<file path="src/rtl/mem_arb_pkg.sv">
// Shared definitions for the Mem256X16 two-port access arbiter.
// Holds the RAM geometry, the sequencer state encoding and the requester ids
// used by both the top level and the two-way picker.
package mem_arb_pkg;

    localparam int ADDR_W = 8;
    localparam int DATA_W = 16;

    typedef enum logic [1:0] {
        IDLE   = 2'd0,
        ACCESS = 2'd1,
        RESP   = 2'd2
    } arb_state_e;

    localparam logic ID_A = 1'b0;
    localparam logic ID_B = 1'b1;

endpackage

</file>
<file path="src/rtl/arb2_pick.sv">
// Combinational two-way picker for the Mem256X16 arbiter.
// With MEM_ARB_RR_EN defined, contention goes to the port that did not win
// last; otherwise port A always beats port B and last_id is ignored.
module arb2_pick
    import mem_arb_pkg::*;
(
    input  logic req_a,
    input  logic req_b,
    input  logic last_id,
    output logic win_id,
    output logic any_req
);

    assign any_req = req_a | req_b;

`ifdef MEM_ARB_RR_EN
    // Round-robin: on contention hand the grant to whoever did not win last.
    always_comb begin
        win_id = ID_A;
        if (req_a && req_b) begin
            win_id = ~last_id;
        end else if (req_b) begin
            win_id = ID_B;
        end
    end
`else
    logic unusedLastId;
    assign unusedLastId = last_id;

    // Fixed priority: B only wins when A is not asking.
    always_comb begin
        win_id = ID_A;
        if (!req_a && req_b) begin
            win_id = ID_B;
        end
    end
`endif

endmodule

</file>
<file path="src/rtl/mem256x16_arbiter.sv">
// Two-port access arbiter and sequencer for the Mem256X16 single-port RAM.
// Each access takes IDLE -> ACCESS -> RESP; the winner is latched in IDLE,
// the RAM is written or read in ACCESS and the ack pulses in RESP.
// Optional macro MEM_ARB_RR_EN selects round-robin instead of A-first priority.
module mem256x16_arbiter
    import mem_arb_pkg::*;
#(
    parameter int ADDR_W = mem_arb_pkg::ADDR_W,
    parameter int DATA_W = mem_arb_pkg::DATA_W
) (
    input  logic              clk,
    input  logic              rst,
    input  logic              a_req,
    input  logic              a_we,
    input  logic [ADDR_W-1:0] a_addr,
    input  logic [DATA_W-1:0] a_wdata,
    output logic              a_ack,
    input  logic              b_req,
    input  logic              b_we,
    input  logic [ADDR_W-1:0] b_addr,
    input  logic [DATA_W-1:0] b_wdata,
    output logic              b_ack,
    output logic [DATA_W-1:0] rdata,
    output logic              busy,
    output logic [ADDR_W-1:0] mem_addr,
    output logic [DATA_W-1:0] mem_data,
    output logic              mem_we,
    input  logic [DATA_W-1:0] mem_qout
);

    arb_state_e        state_q;
    logic [ADDR_W-1:0] memAddr_q;
    logic [DATA_W-1:0] memData_q;
    logic              memWe_q;
    logic              aAck_q;
    logic              bAck_q;
    logic [DATA_W-1:0] rdata_q;
    logic              busy_q;
    logic              winnerId_q;

    logic              lastId;
    logic              winId;
    logic              anyReq;

    arb2_pick u_pick (
        .req_a   (a_req),
        .req_b   (b_req),
        .last_id (lastId),
        .win_id  (winId),
        .any_req (anyReq)
    );

`ifdef MEM_ARB_RR_EN
    logic lastId_q;

    // Remember who took the most recent grant so contention alternates.
    always_ff @(posedge clk) begin
        if (rst) begin
            lastId_q <= ID_A;
        end else if (state_q == IDLE && anyReq) begin
            lastId_q <= winId;
        end
    end

    assign lastId = lastId_q;
`else
    assign lastId = ID_A;
`endif

    // Sequencer: latch the winner in IDLE, drive the RAM in ACCESS, ack in RESP.
    always_ff @(posedge clk) begin
        if (rst) begin
            state_q    <= IDLE;
            memAddr_q  <= '0;
            memData_q  <= '0;
            memWe_q    <= 1'b0;
            aAck_q     <= 1'b0;
            bAck_q     <= 1'b0;
            rdata_q    <= '0;
            busy_q     <= 1'b0;
            winnerId_q <= ID_A;
        end else begin
            case (state_q)
                IDLE: begin
                    if (anyReq) begin
                        winnerId_q <= winId;
                        memAddr_q  <= (winId == ID_B) ? b_addr  : a_addr;
                        memData_q  <= (winId == ID_B) ? b_wdata : a_wdata;
                        memWe_q    <= (winId == ID_B) ? b_we    : a_we;
                        busy_q     <= 1'b1;
                        state_q    <= ACCESS;
                    end
                end
                ACCESS: begin
                    if (!memWe_q) begin
                        rdata_q <= mem_qout;
                    end
                    memWe_q <= 1'b0;
                    aAck_q  <= (winnerId_q == ID_A);
                    bAck_q  <= (winnerId_q == ID_B);
                    state_q <= RESP;
                end
                RESP: begin
                    aAck_q  <= 1'b0;
                    bAck_q  <= 1'b0;
                    busy_q  <= 1'b0;
                    state_q <= IDLE;
                end
                default: begin
                    memWe_q <= 1'b0;
                    aAck_q  <= 1'b0;
                    bAck_q  <= 1'b0;
                    busy_q  <= 1'b0;
                    state_q <= IDLE;
                end
            endcase
        end
    end

    assign a_ack    = aAck_q;
    assign b_ack    = bAck_q;
    assign rdata    = rdata_q;
    assign busy     = busy_q;
    assign mem_addr = memAddr_q;
    assign mem_data = memData_q;
    assign mem_we   = memWe_q;

endmodule

</file>
<file path="config.mk">
export PLATFORM = sky130hd
export DESIGN_NAME = mem256x16_arbiter
export DESIGN_NICKNAME = d
export VERILOG_FILES = /design/src/rtl/mem_arb_pkg.sv /design/src/rtl/arb2_pick.sv /design/src/rtl/mem256x16_arbiter.sv
export SDC_FILE = /design/constraint.sdc
export NUM_CORES = 1
export LEC_CHECK = 0
export BUFFER_PORTS_ARGS = -buffer_cell sky130_fd_sc_hd__buf_2
export CORE_AREA = 2 2 90 92
export DETAILED_ROUTE_END_ITERATION = 10
export DIE_AREA = 0 0 92 94
export HOLD_SLACK_MARGIN = 0.1
export SLEW_MARGIN = 10
export SYNTH_ARGS = -nofsm -noshare
export SYNTH_HDL_FRONTEND = slang
export SYNTH_HIERARCHICAL = 1
export SYNTH_SLANG_ARGS = --single-unit
</file>
<file path="constraint.sdc">
create_clock -name clk -period 2.9 [get_ports clk]
set_clock_uncertainty 0.1 [all_clocks]
set_input_delay 0.29 -clock clk [delete_from_list [all_inputs] [get_ports clk]]
set_output_delay 0.29 -clock clk [all_outputs]
set_load 0.005 [all_outputs]
</file>
* Word level (Yosys, flattened, before mapping)
Index checks and enable logic that the tools add are counted.
** Word-level totals
- Register bits after elaboration :: 47
- Logic and storage cells :: 36
- Bits of input ports :: 70
** Operators by class
- Bitwise gates (word level) :: 5
- Eq/ne operators :: 3
- Reduce and logical (&&, ||, !) cells :: 7
- Mux-type cells :: 12
** Operators by type and width (count)
- two-way mux 16 bit :: 1
- two-way mux 8 bit :: 1
- case mux 1 bit (2 select lines) :: 4
- AND reduction 2 bit :: 4
- two-way mux 1 bit :: 4
- NOT 1 bit :: 4
- case mux 2 bit (2 select lines) :: 1
- == test 2 x 1 -> 1 bit (second input constant) :: 1
- == test 2 bit (second input constant) :: 1
- logical NOT 2 bit :: 1
- two-way mux 2 bit :: 1
- != test 2 bit (second input constant) :: 1
- logical AND 1 bit :: 1
- logical NOT 1 bit :: 1
- OR 1 bit :: 1

* Longest topological paths before layout
Gate-level depths: netlist of the first run.
- Depth after elaboration :: 6
- Depth in mapped cells :: 6
- Depth with buffers taken out :: 4

* Cells and area by module
Netlist of the first run, hierarchy kept.
** Modules (own cells, without submodules)
- mem256x16_arbiter :: area an instance 1836.8 um^2, cells an instance 178, instances 1
- arb2_pick :: area an instance 12.5 um^2, cells an instance 2, instances 1

* Least setup slack after synthesis of the first run
Ideal clock, no wire load.
- Kind :: reg2reg
- Start :: reg state_q[0]
- End :: reg rdata_q[10] (netlist: rdata[10])
- Stages on the path, launching flop included :: 7
- Buffers on the path :: 3
- Library setup time :: 0.132 ns
- Arrival :: 1.134 ns
- Setup slack :: 1.534 ns
- Path through :: dfxtp_1 buf_6 or3b_1 buf_6 buf_6 nand2_1 a21oi_1
** Between the ends
- Longest elaborated chain between the ends :: 2
** Ends and longest elaborated chain
- start: declaration :: RTL line mem256x16_arbiter.sv:31 : arb_state_e state_q;
- start signal: assignment :: RTL line mem256x16_arbiter.sv:73 : state_q <= IDLE;
- start signal: assignment :: RTL line mem256x16_arbiter.sv:91 : state_q <= ACCESS;
- start signal: assignment :: RTL line mem256x16_arbiter.sv:101 : state_q <= RESP;
- == test 2 x 1 -> 1 bit :: RTL line mem256x16_arbiter.sv:83 : case (state_q)
- AND reduction 2 bit (no source line)
- end signal: assignment :: RTL line mem256x16_arbiter.sv:96 : rdata_q <= mem_qout;
- end: declaration :: RTL line mem256x16_arbiter.sv:37 : logic [DATA_W-1:0] rdata_q;
Every way passes these cells.
A chain may end at the register's enable or synchronous reset.

* Final worst setup path of the first run
- Start :: reg state_q[1]
- End :: reg memAddr_q[0] (netlist: mem_addr[0])
** Between the ends
- Longest elaborated chain between the ends :: 2
** Ends and longest elaborated chain
- logical NOT 2 bit :: RTL line mem256x16_arbiter.sv:83
- AND reduction 2 bit (no source line)
- end signal: assignment :: RTL line mem256x16_arbiter.sv:87 : memAddr_q <= (winId == ID_B) ? b_addr : a_addr;
- end: declaration :: RTL line mem256x16_arbiter.sv:32 : logic [ADDR_W-1:0] memAddr_q;
Every way passes these cells.

==> summary.txt, run 1 <==
Status
  – Status: finished clean

STA
  – Fin worst setup slack: 1.26 ns
  – Slew HR: 45.6%
  – Final Hold Viols: 0
  – Slew @ Worst Pin: 0.814 ns
  – Unrepaired setup endpoints after global routing: false
  – Worst hold slack: 0.135 ns
  – Final setup violation count: 0
  – Final period utilization: 56.7%
  – Min Tclk post-route: 1.64 ns
  – Setup TNS: 0 ns
  – F_max: 608 MHz
  – Max Slew Vio Count: 0

Setup path
  – Critical path endpoint category: flop
  – Capture point of the worst reg-to-reg path: mem_addr[0]$_SDFFE_PP0P_
  – CP Launch Type: flop
  – Reg2Reg Setup Slack: 1.26 ns
  – Crit path largest cell delay: 0.62 ns
  – Crit-path cells: nor2_1 -> nand2_1 -> o2bb2ai_1
  – FF-to-FF path depth: 3
  – Crit path kind: flop to flop
  – Worst r2r src: state_q[1]$_SDFFE_PP0P_
  – Slowest cell on crit path: nand2_1
  – CP Max Fanout: 25
  – Cell family with most CP delay: simple AND/OR/NAND/NOR gates
  – WP data arrival: 1.70 ns
  – CP required: 2.96 ns
  – Buf+Inv Stages, Crit Path: 0

Clock network
  – Clock-pin slew of the registers on the worst-case setup and hold paths: 0.09 ns
  – Setup bufs post-CTS: 0
  – Cts hold-fix bufs: 0
  – TritonCTS Buffers: 5
  – CTS Buffer Depth: 2
  – CTS root buf: clkbuf_8
  – CTS tree: yes
  – Worst-Skew Late Latency: 0.29 ns
  – Clk sinks: 47
  – # H-tree levels: 2
  – Count of cells resized by post-cts repair: 0

Route
  – Final wirelength: 4290 um
  – 1st-iter DRT viols: 42
  – DRC: 0
  – Final antenna-violating net count: 0
  – First-pass iteration count of the detailed router: 4
  – Wire per inst: 11.0 um
  – Vias per cell: 4.20
  – Total number of vias: 1643

GRT
  – Total GRT Usage: 9.65%
  – Vias in the first global route: 1500
  – Antenna violations before repair: 0
  – Largest net degree at the start of global routing: 26
  – First-pass GRT wire length: 6770 um
  – Total grt overflow: 0

Run
  – Max cap viols: 0

Logic synthesis
  – Syn_nets: 249
  – Synthesized area: 1850 um2
  – Synthesized area per cell: 10.3 um2
  – Instance count of the mapped netlist: 179
  – YS warnings: 6

Die
  – Die Y: 94 um
  – Chip width: 92 um
  – Row cnt: 32
  – Area of the die: 8650 um2
  – Top Ports: 114
  – Initial Util: 24.3%
  – Placeable Area: 7610 um2

Finish
  – Post-layout util: 33.6%
  – Most common cell after layout, fill and taps aside: buf_2
  – Most frequent cells in the layout: buf_2 (113), dfxtp_1 (47), nand2_1 (33), mux2i_1 (28), o2bb2ai_1 (24)
  – Layout Nets: 358
  – # diodes: 0
  – Fraction of layout cells with a size suffix above 1: 43.6%
  – P&R area growth vs syn: 38.6%

Pwr
  – Pwr Total: 1.33 mW
  – Leak Pwr: 1.18 nW
  – Max VDD drop: 0.166 mV
  – Pwr Density: 521 nW/um2

Place
  – Dpl ws: 1.03 ns
  – DP HPWL: 3240 um
  – Placer Congestion: 0.668
  – Port Buffers: 113

Hold path
  – Worst Hold Depth: 3
  – HP Start: mem_qout[5]
  – Hold Path Class: input port to flop
  – Min-Delay Endpoint: rdata[5]$_SDFFE_PP0P_
-- flip-flops by register name, summed over array words and instances (netlist names) --
signal	count
mem_data	16
busy	1
mem_addr	8
mem_we	1
winnerId_q	1
state_q	2
b_ack	1
rdata	16
a_ack	1
-- worst register-to-register path, stage by stage (launching register included) --
cell	delay [ns]
dfxtp_1	0.50
nor2_1	0.13
nand2_1	0.62
o2bb2ai_1	0.17
-- power by group --
group	leakage (nW)	internal [mW]	switching, mW
sequential	0.386	0.698	0.0307
clock	0.0412	0.169	0.210
combinational	0.754	0.118	0.108
total	1.18	0.984	0.348
-- through the flow --
stage / cell area (um2) / instances
2_1_floorplan: 1850 / 179
3_3_place_gp: 2470 / 383
3_5_place_dp: 2470 / 383
4_1_cts: 2560 / 391
5_1_grt: 2560 / 391
6_report: 2560 / 391
-- layout make-up --
| type | instances | area, um2 |
|---|---|---|
| Fill cell | 809 | 5050 |
| Inverter | 2 | 7.51 |
| Clock buffer | 6 | 72.6 |
| Multi-Input combinational cell | 117 | 817 |
| Timing Repair Buffer | 115 | 581 |
| Tap cell | 102 | 128 |
| Sequential cell | 47 | 941 |
| Clock inverter | 2 | 12.5 |
-- routing by layer --
metal / GRT usage [%] / part of all wire, % / wire [um] / vias up
li1: - / - / - / 847
met1: 12.8 / 47 / 2010 / 711
met2: 15.2 / 44 / 1880 / 81
met3: 2.73 / 8.3 / 356 / 4
met4: 2.99 / 0.98 / 42 / 0
met5: 0 / 0 / 0 / -
-- worst max path at each step --
stage / from / to / slack, ns / depth (start not counted)
2_1_floorplan: state_q[0]$_SDFFE_PP0P_ / rdata[10]$_SDFFE_PP0P_ / 1.53 / 6
3_3_place_gp: a_req / mem_data[14]$_SDFFE_PP0P_ / 1.08 / 5
3_5_place_dp: b_req / mem_data[9]$_SDFFE_PP0P_ / 1.03 / 5
4_1_cts: state_q[1]$_SDFFE_PP0P_ / mem_addr[4]$_SDFFE_PP0P_ / 1.21 / 3
5_1_grt: state_q[1]$_SDFFE_PP0P_ / mem_addr[6]$_SDFFE_PP0P_ / 1.04 / 3
6_report: state_q[1]$_SDFFE_PP0P_ / mem_addr[0]$_SDFFE_PP0P_ / 1.26 / 3
(Power assumes the default switching activity.)
==> run 2: changes to the inputs <==
Clock period 2.9 ns to 1.4 ns, I/O delays scaled along.
==> summary.txt, run 2 (same netlist as run 1, synthesis figures left out) <==
Die
  – Area of the die: 8650 um2
  – Top Ports: 114
  – Row cnt: 32
  – Chip width: 92 um
  – Placeable Area: 7610 um2
  – Initial Util: 24.3%
  – Die Y: 94 um

Route
  – 1st-iter DRT viols: 43
  – Total number of vias: 1984
  – Wire per inst: 12.4 um
  – Vias per cell: 4.26
  – Final wirelength: 5800 um
  – Final antenna-violating net count: 0
  – First-pass iteration count of the detailed router: 4
  – DRC: 0

Finish
  – Most frequent cells in the layout: buf_2 (113), dlygate4sd3_1 (65), dfxtp_1 (45), mux2i_1 (28), nand2_1 (26)
  – Fraction of layout cells with a size suffix above 1: 40.7%
  – Non-filler instance count after layout: 466
  – # diodes: 0
  – Most common cell after layout, fill and taps aside: buf_2
  – P&R area growth vs syn: 82.8%
  – Layout Nets: 433

STA
  – Max Slew Vio Count: 0
  – Final setup violation count: 0
  – Unrepaired setup endpoints after global routing: true
  – Worst hold slack: 0.145 ns
  – Min Tclk post-route: 1.39 ns
  – Slew HR: 60.5%
  – Final Hold Viols: 0
  – F_max: 718 MHz
  – Slew @ Worst Pin: 0.591 ns
  – Final period utilization: 99.5%

Clock network
  – Clock-pin slew of the registers on the worst-case setup and hold paths: 0.09 ns
  – Clk sinks: 47
  – CTS Buffer Depth: 2
  – Worst-Skew Late Latency: 0.29 ns
  – CTS root buf: clkbuf_8
  – TritonCTS Buffers: 5
  – CTS tree: yes
  – # H-tree levels: 2

Pwr
  – P_int: 2.22 mW
  – Flop pwr share: 50.1%
  – Gate power share: 23.7%
  – Clock power share: 26.2%
  – Max VDD drop: 0.374 mV
  – Leak Pwr: 1.53 nW
  – Pwr Density: 890 nW/um2
  – Sw Ratio: 26.2%
  – P_sw: 0.787 mW

Setup path
  – CP Launch Type: flop
  – Buf+Inv Stages, Crit Path: 2
  – Crit path largest cell delay: 0.43 ns
  – CP required: 1.47 ns
  – Crit path kind: flop to flop
  – Critical path endpoint category: flop
  – Crit-path cells: buf_6 -> or3b_4 -> buf_8 -> nand2_1 -> a21oi_1
  – Cell family with most CP delay: simple AND/OR/NAND/NOR gates
  – Slowest cell on crit path: or3b_4
  – WP data arrival: 1.47 ns
  – CP Max Fanout: 8

Place
  – Placed Instances: 391
  – DP HPWL: 3390 um
  – Placer Congestion: 0.709
  – Port Buffers: 113

GRT
  – Total GRT Usage: 13.0%
  – Largest net degree at the start of global routing: 26
  – Vias in the first global route: 1966
  – Total grt overflow: 0
  – First-pass GRT wire length: 8980 um
  – Antenna violations before repair: 0

Status
  – Status: finished clean

Run
  – Max cap viols: 0

Hold path
  – Hold Path Class: input port to flop
==> run 2: cell types whose count changed in the layout (fill, tap and decap cells not counted), sizes merged <==
cell	before	now
buf	115	125
dlygate4sd3	0	65
==> run 2: path summary, 6_finish.rpt <==
path / start / end / slack [ns] / cells past startpoint
max: state_q[1]$_SDFFE_PP0P_ / rdata[12]$_SDFFE_PP0P_ / 0.007 / 5
min: a_we / mem_we$_SDFFE_PP0P_ / 0.15 / 3
max reg2reg: state_q[1]$_SDFFE_PP0P_ / rdata[12]$_SDFFE_PP0P_ / 0.007 / 5
min reg2reg: rdata[9]$_SDFFE_PP0P_ / rdata[9]$_SDFFE_PP0P_ / 0.35 / 2
==> run 2: per-stage QoR <==
step	total power [mW]	instance area, um2	setup slack [ns]	TNS, ns	utilization, %
2_1_floorplan	1.79	1850	0.0335	0	-
3_3_place_gp	2.06	2570	-0.338	-8.07	33.8
3_5_place_dp	2.07	2570	-0.400	-9.09	33.8
4_1_cts	3.02	3320	0.0190	0	43.6
5_1_grt	3.17	3370	-0.0201	-0.119	44.4
6_report	3.00	3370	0.00700	0	44.4
==> run 2: timing repair <==
action	in CTS	in global routing
resized for setup	2	18
cloned	0	1
pin swaps	0	3
setup endpoints to repair	26	26
hold endpoints to repair	41	0
setup buffers	0	1
hold buffers	65	0
==> run 2: per-layer routing <==
layer	vias up	global-route usage (%)	wire length, um
met4	0	3.36	34
met3	4	3.45	436
met1	893	14.6	2350
li1	994	-	-
met2	93	24.2	2980
met5	-	0	0
==> run 2: cell type report <==
type | count | area [um2]
Tap cell | 102 | 128
Inverter | 2 | 7.51
Clock buffer | 6 | 72.6
Timing Repair Buffer | 190 | 1360
Fill cell | 729 | 4230
Multi-Input combinational cell | 117 | 848
Clock inverter | 2 | 12.5
Sequential cell | 47 | 943
==> run 2: power by group through the flow <==
stage | Combinational (mW) | Sequential (mW) | Clock, mW
after floorplan | 0.250 | 1.54 | 0
after global placement | 0.524 | 1.53 | 0
after detailed placement | 0.537 | 1.53 | 0
after global routing | 0.777 | 1.52 | 0.875
final | 0.711 | 1.51 | 0.788
after CTS | 0.679 | 1.50 | 0.835
==> run 2: worst register-to-register path, cell delays in order (launching register included) <==
cell     delay, ns
dfxtp_2       0.34
buf_6         0.12
or3b_4        0.43
buf_8         0.16
nand2_1       0.07
a21oi_1       0.06
